--- src/rtl/if_fetch_pkg.sv ---
// if_fetch_pkg: fetch FSM state encodings and word geometry shared by the fetch stage.
package if_fetch_pkg;
  typedef enum logic [2:0] {
    FS_B0   = 3'd0,
    FS_B1   = 3'd1,
    FS_B2   = 3'd2,
    FS_B3   = 3'd3,
    FS_HOLD = 3'd4
  } fs_e;
  localparam int INST_BYTES = 4;
  localparam logic [31:0] PC_STEP = 32'd4;
endpackage

--- src/rtl/if_fetch.sv ---
// if_fetch: owns the PC and assembles each 32-bit instruction from four little-endian byte reads.
module if_fetch
  import if_fetch_pkg::*;
#(
  parameter logic [31:0] RESET_PC = 32'h0000_0000
) (
  input  logic        clk,
  input  logic        rst,
  input  logic        stall_i,
  input  logic        jump_i,
  input  logic [31:0] jump_addr_i,
  output logic        mem_req_o,
  output logic [31:0] mem_addr_o,
  input  logic        mem_ack_i,
  input  logic [7:0]  mem_data_i,
  output logic [31:0] pc_o,
  output logic [31:0] inst_o,
  output logic        inst_valid_o,
  output logic        misalign_o
);
  fs_e state_q, state_d;
  logic [31:0] fpc_q, fpc_d, pc_q, pc_d, inst_q, inst_d;
  logic [INST_BYTES-1:0][7:0] asm_q, asm_d;
  logic mis_q, mis_d;
  logic [1:0] idx;
  logic ack;
  // Byte states are encoded 0..3 so the low state bits double as the byte index.
  assign idx = state_q[1:0];
  assign ack = mem_ack_i & mem_req_o;
  always_comb begin
    state_d = state_q;
    fpc_d = fpc_q;
    pc_d = pc_q;
    inst_d = inst_q;
    asm_d = asm_q;
    mis_d = jump_i & |jump_addr_i[1:0];
    if (jump_i) begin
      state_d = FS_B0;
      fpc_d = {jump_addr_i[31:2], 2'b00};
    end else if (state_q == FS_HOLD) begin
      if (!stall_i) begin
        state_d = FS_B0;
        fpc_d = fpc_q + PC_STEP;
      end
    end else if (ack) begin
      asm_d[idx] = mem_data_i;
      state_d = fs_e'(state_q + 3'd1);
      if (state_q == FS_B3) begin
        pc_d = fpc_q;
        inst_d = asm_d;
      end
    end
  end
  always_ff @(posedge clk) begin
    if (rst) begin
      state_q <= FS_B0;
      fpc_q <= RESET_PC;
      pc_q <= '0;
      inst_q <= '0;
      asm_q <= '0;
      mis_q <= 1'b0;
    end else begin
      state_q <= state_d;
      fpc_q <= fpc_d;
      pc_q <= pc_d;
      inst_q <= inst_d;
      asm_q <= asm_d;
      mis_q <= mis_d;
    end
  end
  assign mem_req_o = !rst && state_q != FS_HOLD;
  assign mem_addr_o = mem_req_o ? fpc_q + {30'd0, idx} : '0;
  assign pc_o = pc_q;
  assign inst_o = inst_q;
  assign inst_valid_o = state_q == FS_HOLD;
  assign misalign_o = mis_q;
endmodule

--- config.mk ---
export PLATFORM = sky130hd
export DESIGN_NAME = if_fetch
export DESIGN_NICKNAME = d
export VERILOG_FILES = /design/src/rtl/if_fetch_pkg.sv /design/src/rtl/if_fetch.sv
export SDC_FILE = /design/constraint.sdc
export NUM_CORES = 1
export LEC_CHECK = 0
export CAP_MARGIN = 15
export CORE_MARGIN = 3
export CORE_UTILIZATION = 30
export DETAILED_ROUTE_END_ITERATION = 10
export HOLD_SLACK_MARGIN = 0.03
export MAX_ROUTING_LAYER = met4
export SLEW_MARGIN = 5
export SYNTH_ARGS = -nofsm -noshare
export SYNTH_HDL_FRONTEND = slang
export SYNTH_SLANG_ARGS = --single-unit
--- constraint.sdc ---
create_clock -name clk -period 2.2 [get_ports clk]
set_clock_uncertainty 0.2 [all_clocks]
set_input_delay 0.22 -clock clk [delete_from_list [all_inputs] [get_ports clk]]
set_output_delay 0.22 -clock clk [all_outputs]
set_load 0.05 [all_outputs]
==> results of run 1 <==
-- cells in the final DEF, fill, tap and decap left out, types with 4 or more instances in the layout --
master and n:
nor2_1 94, nor3_1 7, a21oi_1 32, inv_6 4
buf_4 77, clkdlybuf4s50_1 106, o31ai_1 6, and3_1 5
clkbuf_16 17, a311oi_1 11, or3_1 6, nor4_1 7
inv_1 13, ha_1 5, buf_12 41, nand3_1 11
xnor2_1 8, mux2i_1 64, nand4_1 8, a211oi_1 42
or4_1 5, and4_1 4, or4_4 5, nand2_1 70
dfxtp_1 124, dfxtp_2 4, and2_4 24, nor3_4 8
o21ai_0 5
-- routing by layer --
layer | vias to the layer above | global-route usage | wire (µm)
met4 | 0 | 0.0580 | 219
met2 | 137 | 0.262 | 8390
met1 | 2607 | 0.236 | 8880
li1 | 2750 | - | -
met5 | - | - | 0
met3 | 20 | 0.0365 | 830
-- where the power goes --
part	leakage, nW	switching [mW]	total, mW	internal, mW
logic	2.22	0.386	0.737	0.350
clock network	0.271	1.14	2.72	1.58
registers	1.04	0.0331	2.40	2.36
total	3.53	1.56	5.85	4.29
-- sequential cells by signal, indices dropped and copies added (netlist names) --
register / cells
state_q: 3
asm_q: 32
inst_o: 32
pc_o: 30
fpc_q: 30
misalign_o: 1
-- area by class of cell --
cell class              count  area (µm²)
fillers                  1753        9580
multi-input cells         470        3190
flip-flops and latches    128        2570
repair buffers            229        2540
clock buffers              19         433
well taps                 260         325
clock inverters            13         128
inverters                  16        72.6
-- cells by family (layout without fill, tap and decap cells) --
kind of cell | count (synthesis) | after routing | synth area share
and+or+nand+nor | 270 | 271 | 0.225
DFF | 128 | 128 | 0.443
AOI/OAI and AO/OA | 116 | 116 | 0.137
buffers and inverters | 76 | 277 | 0.0534
muxes | 66 | 66 | 0.115
xor gates and xnor gates | 9 | 9 | 0.0136
adders and majority gates | 6 | 6 | 0.0130
other | 1 | 2 | 0.000648
-- repair_timing --
action,CTS,global route
endpoints found under the hold margin,0,0
gates resized for setup,33,18
buffers inserted,14,3
gates cloned,1,1
pin swaps,21,6
hold buffers,0,0
setup endpoints to repair,40,43
-- worst paths after layout --
path                   end  slack [ns]  cells past startpoint
max          mem_addr_o[3]       -0.01                      8
max reg2reg      fpc_q[19]           0                      8
min              fpc_q[31]        0.09                      4
min reg2reg       pc_o[25]        0.25                      2
-- metrics by stage --
stage,instance area (µm²),std cells,setup WS (ns)
detailed placement,8360,1085,-0.276
CTS,9160,1132,-0.0151
finish,9250,1135,-0.0118
global placement,8360,1085,-0.212
global route,9250,1135,-0.0823
floorplan,5940,673,0.0160
-- tightest hold or removal path: cells and delay by family --
family	cells	cell delay [ns]
simple gates	3	0.28
buf+inv	1	0.15
==> summary.txt, run 1 <==
Critical path
  • Critical-path cell list: inv_2 -> ha_4 -> buf_12 -> a21oi_4 -> buf_6 -> buf_12 -> and2_4 -> buf_12
  • Worst path bufs/invs: 5
  • Crit start category: flip-flop
  • CP endpoint kind: output pin
  • Worst path required time: between 1.5 and 2 ns
  • Slowest CP cell: dfxtp_2
  • Critical path's most frequent cell: buf_12
  • Crit path launch: state_q[1]
  • Reg2Reg Launch Point: state_q[0]
  • Top delay family on crit path: buffers and inverters
  • CP Max Fanout: 8
  • Slowest stage delay, CP: 0.34 ns
  • Worst Path Arrival: 1.79 ns
  • Worst setup path class: reg2out

GRT
  • Overflow after GRT: 0
  • Initial antenna violation count: 0
  • First-pass GRT wire length: roughly 29000 µm
  • Largest net degree at the start of global routing: 90
  • Number of global-route vias before repair: 5198
  • GRT Total Usage: 0.175

STA
  • Setup TNS: -0.103 ns
  • Tmin final: 2.21 ns
  • Hold WS: 0.0911 ns
  • Fin. Hold Viols: 0
  • Final number of setup-violating endpoints: 15
  • RSZ-0062 raised after global routing: true
  • Rel. slew slack: 0.361
  • Worst setup margin: -0.0118 ns
  • Maximum clock rate: approximately 450 MHz
  • Final Slew Violations: 0
  • Fin crit share: 1.01
  • Measured slew at the worst slew-check pin: 0.959 ns

Logic synthesis
  • Share of the synthesized area in the top cell type: 0.443
  • #FFs+latches synth: 128
  • Cell type with the largest total area after synthesis: dfxtp_1
  • Post-synthesis area per instance: 8.61 µm²
  • Synth Warn #: 0
  • Post-synth EDFFs: 0
  • Cell Area, Synth: 5790 µm²
  • Most used DFF post-synth: dfxtp_1
  • Sequential area share after synthesis: 0.443
  • Most instantiated library cell after synthesis: dfxtp_1
  • Synth top area cells: dfxtp_1, mux2i_1, nor2_1, a211oi_1, nand2_1
  • Post-synth ARST share: 0
  • Synth Instances: 672
  • Commonest cells in the netlist: dfxtp_1, nor2_1, nand2_1, mux2i_1, a211oi_1
  • Count of cell types in the netlist: ~50

Floorplanning
  • Top Ports: 144
  • Starting density of the core: 0.307
  • Num rows: 50
  • Core area: 18800 µm²
  • Die W: 145 µm
  • Die Ht: 145 µm
  • Die area: 21000 µm²

Final layout
  • Final core utilization: 0.491
  • NumNets Final: 913
  • Layout cells sized above 1: 0.247
  • Diodes inserted: 0
  • Area growth, synth to finish: 59.9%

Routing
  • # DRC: 0
  • WL final: 18300 µm
  • Drt first-iter violations: 351
  • TritonRoute pass-1 iters: 7
  • Routed vias: 5514
  • Via density: 4.86
  • Routed length per instance: between 15 and 20 µm
  • Routed Antenna Nets: 0

Power
  • Leakage power: 3.53 nW
  • Peak supply drop: 0.560 mV
  • PwrDens: roughly 630 nW/µm²
  • Tot Pwr: just under 6 mW

CTS
  • H-tree depth: 4
  • Clock sink count: 128
  • Num CTS Buffers: 17
  • Root buf cell: clkbuf_16
  • CTS clk-pin slew, worst paths: 0.06 ns
  • TritonCTS clock tree: built
  • Clk buf depth: 2
  • Worst-Skew Late Latency: 0.42 ns

Hold path
  • Min-Delay Startpoint: rst
  • Worst hold-check path type: in2reg

Placement
  • GPL Wtd Cong: just under 0.8
  • Port Buffers: around 140
  • Hpwl dp: 12400 µm

Run status
  • Status: finished with violations
  • Failing checks: setup timing

Flow run
  • Total of max-cap violations: 0
Note: power is estimated with default switching activity, not from simulation.
==> run 2: changes to the inputs <==
- HOLD_SLACK_MARGIN: 0.03 -> 0.02
==> results of run 2 <==
Final layout, timing and power as in run 1 (identical DEF).
==> run 3: changes to the inputs <==
- SLEW_MARGIN: 5 -> 20
==> results of run 3 <==
Final layout, timing and power as in run 1 (identical DEF).
